`config.mk`:
```
export PLATFORM = sky130hd
export DESIGN_NAME = sync_fifo
export DESIGN_NICKNAME = d
export VERILOG_FILES = /design/src/rtl/sync_fifo.sv
export SDC_FILE = /design/constraint.sdc
export NUM_CORES = 1
export LEC_CHECK = 0
export ABC_AREA = 1
export CAP_MARGIN = 20
export CORE_MARGIN = 8
export CORE_UTILIZATION = 40
export CTS_CLUSTER_DIAMETER = 50
export DETAILED_ROUTE_END_ITERATION = 10
export PLACE_DENSITY_LB_ADDON = 0.25
export SLEW_MARGIN = 20
export SYNTH_ARGS = -nofsm -noshare
export SYNTH_HDL_FRONTEND = slang
export SYNTH_SLANG_ARGS = --single-unit
export TNS_END_PERCENT = 50
```
`constraint.sdc`:
```
create_clock -name clock -period 4.1 [get_ports clock]
set_clock_uncertainty 0.2 [all_clocks]
set_input_delay 0.82 -clock clock [delete_from_list [all_inputs] [get_ports clock]]
set_output_delay 0.82 -clock clock [all_outputs]
set_load 0.02 [all_outputs]
```
`src/rtl/sync_fifo.sv`:
```
// ============================================================================
// Module      : sync_fifo
// Description : Single-clock FIFO that drains itself, popping one entry every
//               READ_DIV clocks. The optional sticky overflow_flag output is
//               enabled by defining FIFO_OVERFLOW_FLAG_EN.
// Revision    : 1.0 - initial release
// ============================================================================
`timescale 1ps/1ps
`default_nettype none

module sync_fifo #(
    parameter int SIZE     = 8,
    parameter int DEPTH    = 4,
    parameter int READ_DIV = 5
) (
    input  logic            clock,
    input  logic            reset_n,
    input  logic [SIZE-1:0] data_in,
    input  logic            valid_write,
    output logic [SIZE-1:0] data_out,
    output logic            full_flag,
    output logic            empty_flag,
    output logic            almost_full_flag,
    output logic            almost_empty_flag
`ifdef FIFO_OVERFLOW_FLAG_EN
    ,
    output logic            overflow_flag
`endif
);

    localparam int PTR_W = $clog2(DEPTH);
    localparam int CNT_W = PTR_W + 1;
    localparam int DIV_W = (READ_DIV > 1) ? $clog2(READ_DIV) : 1;
    localparam logic [DIV_W-1:0] DIV_LAST  = DIV_W'(READ_DIV - 1);
    localparam logic [CNT_W-1:0] CNT_FULL  = CNT_W'(DEPTH);
    localparam logic [CNT_W-1:0] CNT_AFULL = CNT_W'(DEPTH - 1);
    localparam logic [CNT_W-1:0] CNT_ONE   = CNT_W'(1);

    logic [SIZE-1:0]  mem [DEPTH];
    logic [PTR_W-1:0] wr_ptr;
    logic [PTR_W-1:0] rd_ptr;
    logic [CNT_W-1:0] count;
    logic [DIV_W-1:0] div_cnt;

    logic tick;
    logic push;
    logic pop;

    assign full_flag         = (count == CNT_FULL);
    assign empty_flag        = (count == '0);
    assign almost_full_flag  = (count >= CNT_AFULL);
    assign almost_empty_flag = (count <= CNT_ONE);

    // Full is judged on the pre-edge count, so a pop in the same cycle never
    // makes room for a push.
    assign tick = (div_cnt == DIV_LAST);
    assign push = valid_write & ~full_flag;
    assign pop  = tick & ~empty_flag;

    // Storage carries no reset; stale words are unreachable once count is 0.
    always_ff @(posedge clock) begin
        if (push) begin
            mem[wr_ptr] <= data_in;
        end
    end

    always_ff @(posedge clock or negedge reset_n) begin
        if (!reset_n) begin
            wr_ptr   <= '0;
            rd_ptr   <= '0;
            count    <= '0;
            div_cnt  <= '0;
            data_out <= '0;
        end else begin
            div_cnt <= tick ? '0 : div_cnt + DIV_W'(1);
            if (push) begin
                wr_ptr <= wr_ptr + PTR_W'(1);
            end
            if (pop) begin
                data_out <= mem[rd_ptr];
                rd_ptr   <= rd_ptr + PTR_W'(1);
            end
            case ({push, pop})
                2'b10:   count <= count + CNT_W'(1);
                2'b01:   count <= count - CNT_W'(1);
                default: count <= count;
            endcase
        end
    end

`ifdef FIFO_OVERFLOW_FLAG_EN
    always_ff @(posedge clock or negedge reset_n) begin
        if (!reset_n) begin
            overflow_flag <= 1'b0;
        end else if (valid_write && full_flag) begin
            overflow_flag <= 1'b1;
        end
    end
`endif

endmodule

`default_nettype wire

```
; After elaboration in Yosys (flattened, before gate mapping)
; Memories as Yosys holds them, arrays and structs flattened. A register that Yosys moved wholly into a read port is not among the register bits.
; Cells that the tools add are included.
[classes]
n_addsub = 5
n_mul = 0
div = 0
order_cmp = 2
n_eq_ne = 4
shifts = 0
n_mux = 4
bitwise = 4
reduce_logical = 3
[ops]
columns = operator, n
row1 = $add A3 B1 Y3 const B, 2
row2 = $eq A3 B3 Y1 const B, 2
row3 = $pmux W3 S2, 1
row4 = $add A2 B1 Y2 const B, 2
row5 = $ge A3 B2 Y1 const B, 1
row6 = $le A3 B1 Y1 const B, 1
row7 = $logic_not A3 Y1, 1
row8 = $mux W3, 1
row9 = $sub A3 B1 Y3 const B, 1
row10 = $and A1 B1 Y1, 2
row11 = $eq A2 B1 Y1 const B, 1
row12 = $eq A2 B2 Y1 const B, 1
row13 = $mux W1, 2
row14 = $not A1 Y1, 2
row15 = $reduce_bool A2 Y1, 1
row16 = $logic_not A1 Y1, 1
[totals]
regBits = 10
latch_bits = 0
mem_bits_rw = 32
rom_bits = 0
inputBits = 11
out_inout_bits = 12
wordCells = 27
n_memories = 1
[memory_table]
columns = name, words, width, read_ports, rd_clocked_by_memory_dff, write_ports, line_no
row1 = mem, 4, 8, 1, 1, 1, 39  ; logic [SIZE-1:0] mem [DEPTH];

; Depth between registers and ports, before layout
[logic_depth]
word_depth = 5
depth_mapped = 13
ltp_nobuf = 12

; Worst setup path before layout
; No wires, ideal clock.
[synth_timing]
path_type = reg-to-output
from = register count[0]
to = output port almost_full_flag
arrival_time_ns = 1.060
t_required_ns = 3.080
slack_ns = 2.020
stages_incl_launch_ff = 5
path_buffers = 0
path_cell_list = dfrtp_1 -> ha_1 -> ha_1 -> nor2_1 -> o21ai_0
[synth_via]
elab_chain_len = 1
[synth_lines]
columns = element, line_no
row1 = "start, declared", 42  ; logic [CNT_W-1:0] count;
row2 = "start signal, assigned", 84  ; 2'b10: count <= count + CNT_W'(1);
row3 = "start signal, assigned", 85  ; 2'b01: count <= count - CNT_W'(1);
row4 = "start signal, assigned", 86  ; default: count <= count;
row5 = $ge A3 B2 Y1, 51  ; assign almost_full_flag = (count >= CNT_AFULL);
row6 = "end, declared", 23  ; output logic almost_full_flag,
; Every way passes these cells.

; Worst setup path in the final report
[layout_timing]
from = register count[0]
to = output port empty_flag
[layout_via]
elab_chain_len = 1
[layout_lines]
columns = element, line_no
row1 = $logic_not A3 Y1, 50  ; assign empty_flag = (count == '0);
row2 = "end, declared", 22  ; output logic empty_flag,
; Every way passes these cells.

==> results_dict.tcl <==
set metrics [dict create \
    antenna_found_initial 0 \
    arrival_ns 1.87 \
    synth.area.top_cells "edfxtp_1 41%, dfrtp_1 19%, nand2_1 12%, inv_1 7.8%, ha_1 6.4%" \
    final-hold-violation-count 0 \
    drv_cap 0 \
    syn_nets 262 \
    ios 23 \
    synthCells 239 \
    holdWs_ns 0.266 \
    clockBufferDepth 2 \
    synth_common_cells "76 x nand2_1, 49 x inv_1, 32 x edfxtp_1" \
    finalSetupTns_ns 0 \
    vdd_drop_max_uv 304 \
    clock-sinks 50 \
    reg2reg_depth 5 \
    synth_warnings 0 \
    place_hpwl_um 2760 \
    hold_end "div_cnt[0]" \
    routedWlPerCell_um 11.8 \
    fin_crit_ns 2.89 \
    layout.nets 285 \
    clk_latency_ns 0.30 \
    die_w_um 92.5 \
    synth_ff_type "edfxtp_1" \
    core_area_sq_mm 0.00578 \
    p_per_area_mw_per_mm2 708 \
    cts-root-buf "clkbuf_8" \
    seq_power_share_pct 41.0 \
    via_per_inst 4.34 \
    vias 1466 \
    syn_avg_cell_area_sq_um 9.81 \
    synth_area_sq_mm 0.00234 \
    leakage_nw 1.30 \
    layout.area.seq_sq_mm 0.00141 \
    finalSetupViolCount 0 \
    hold_path.startpoint "div_cnt[0]" \
    synthArstFlopShare_pct 36.0 \
    cts-resized-gates 0 \
    yosysMostFrequentCell "nand2_1" \
    multi_input_area_sq_um 677 \
    p_sw_share_pct 37.2 \
    holdCritPathClass "register to register" \
    remaining_drc_errors 0 \
    r2r-start "count[0]" \
    finalCritPeriodShare_pct 70.6 \
    clkTransAtPathRegs_ns 0.09 \
    ys_seq_area_share_pct 60.2 \
    io_buffer_count 22 \
    post_cts_buffers 0 \
    crit_path_max_fanout 4 \
    status "finished, final reports clean" \
    grt_setup_unrepaired "false" \
    ff2ff_setup_slack_ns 1.92 \
    critPathLaunchType "register" \
    crit_type "register to output pin" \
    drtPass1Iterations 4 \
    p_comb_share_pct 38.5 \
    gr-total-overflow 0 \
    initial_core_util_pct 40.5 \
    cts_tree "done" \
    synth_seq_cells 50 \
    maxSlewHeadroom_pct 45.8 \
    worstPathRequired_ns 3.08 \
    die_area_sq_mm 0.00856 \
    ctsHoldBuffers 0 \
    fp-row-count 28 \
    worst_pin_slew_ns 0.810 \
    grt_pass1_wl_um 6780 \
    reg2reg_to "mem[3][3]" \
    ys_types 20 \
    nFillCells 545 \
    netlist.area_leader.share_pct 41.0 \
    die_y_um 92.5 \
    worstSetupEndpointType "output pin" \
    synth_area_leader_cell "edfxtp_1" \
    cts_buffers 5 \
    power_switching_w 0.000722 \
    first_global_vias 1433 \
    grt_max_degree 20 \
    clockPowerShare_pct 20.4 \
    grt_usage_pct 10.1 \
    drv_slew 0 \
    drt_iter0_drc 48 \
    gp_congestion 0.736 \
    synth_edf_count 32 \
    drive_above_1_share_pct 6.08 \
    min_path_cells 1 \
    diodes 0 \
    area_delta_synth_final_pct 16.8 \
    p_int_w 0.00122 \
    finalWirelength_um 3990 \
    cts-htree-levels 2 \
    fmax_ghz 0.346 \
    ant_nets 0 \
]
layout make-up:
cell class / count / share of cell area, %
clock buffers: 7 / 3.93
well taps: 75 / 3.43
flip-flops and latches: 50 / 51.6
multi-input cells: 131 / 24.7
repair buffers: 22 / 8.04
clock inverters: 1 / 1.10
inverters: 52 / 7.22
worst max path at each step:
stage | depth (start not counted) | end | from
floorplan | 4 | almost_full_flag | count[0]
global placement | 3 | mem[0][3] | valid_write
detailed placement | 3 | mem[0][7] | valid_write
CTS | 5 | empty_flag | count[0]
global route | 5 | empty_flag | count[0]
finish | 5 | empty_flag | count[0]
metal layers:
metal,vias up,track usage [%],part of all wire (%)
met5,-,0,0
met2,20,16.6,49
met1,672,12.2,45
li1,770,-,-
met3,4,3.16,4.3
met4,0,4.03,1.3
logic make-up after synthesis:
| family | share of synthesized area (%) |
|---|---|
| buffers and inverters | 10.9 |
| flip-flops | 60.2 |
| XOR/XNOR | 1.50 |
| AND/OR/NAND/NOR | 19.2 |
| AO/OA/AOI/OAI | 1.76 |
| adder cells (fa/ha/maj) | 6.41 |
state kept, by name, indices dropped and copies added, names as in the netlist:
| name | count |
|---|---|
| count | 3 |
| data_out | 8 |
| div_cnt | 3 |
| mem | 32 |
| rd_ptr | 2 |
| wr_ptr | 2 |
placed cells by master, fill, tap and decap left out:
master / instances
a21oi_1: 2
bufinv_16: 1
clkbuf_16: 1
clkbuf_8: 6
clkdlybuf4s50_1: 22
dfrtp_1: 18
edfxtp_1: 32
ha_1: 12
inv_1: 49
inv_2: 2
inv_4: 1
nand2_1: 76
nand2_2: 1
nand3_1: 17
nor2_1: 12
nor2_2: 1
nor2_4: 2
o21ai_0: 3
o21ai_4: 1
xnor2_1: 3
xor2_1: 1
metrics by stage:
step	utilization, %	area [sq um]	setup slack, ns	instances	total power, W
CTS	47.4	2740	1.18	338	0.00196
floorplan	-	2340	2.02	239	0.00134
detailed placement	45.0	2600	1.47	330	0.00156
global placement	45.0	2600	1.49	330	0.00155
finish	47.4	2740	1.21	338	0.00194
global route	47.4	2740	1.07	338	0.00210
critical path, cell delays in order (launching register included):
cell	delay, ns
dfrtp_1	0.43
inv_1	0.13
ha_1	0.18
inv_1	0.09
nor2_4	0.12
clkdlybuf4s50_1	0.62
power groups by stage:
stage                     clock network, W  registers (W)  logic [W]
final                             0.000396       0.000796   0.000747
after global routing              0.000426       0.000815   0.000857
after CTS                         0.000407       0.000798   0.000759
after detailed placement                 0       0.000808   0.000754
after global placement                   0       0.000807   0.000745
after floorplan                          0       0.000795   0.000543
Note: power is estimated with default switching activity, not from simulation.
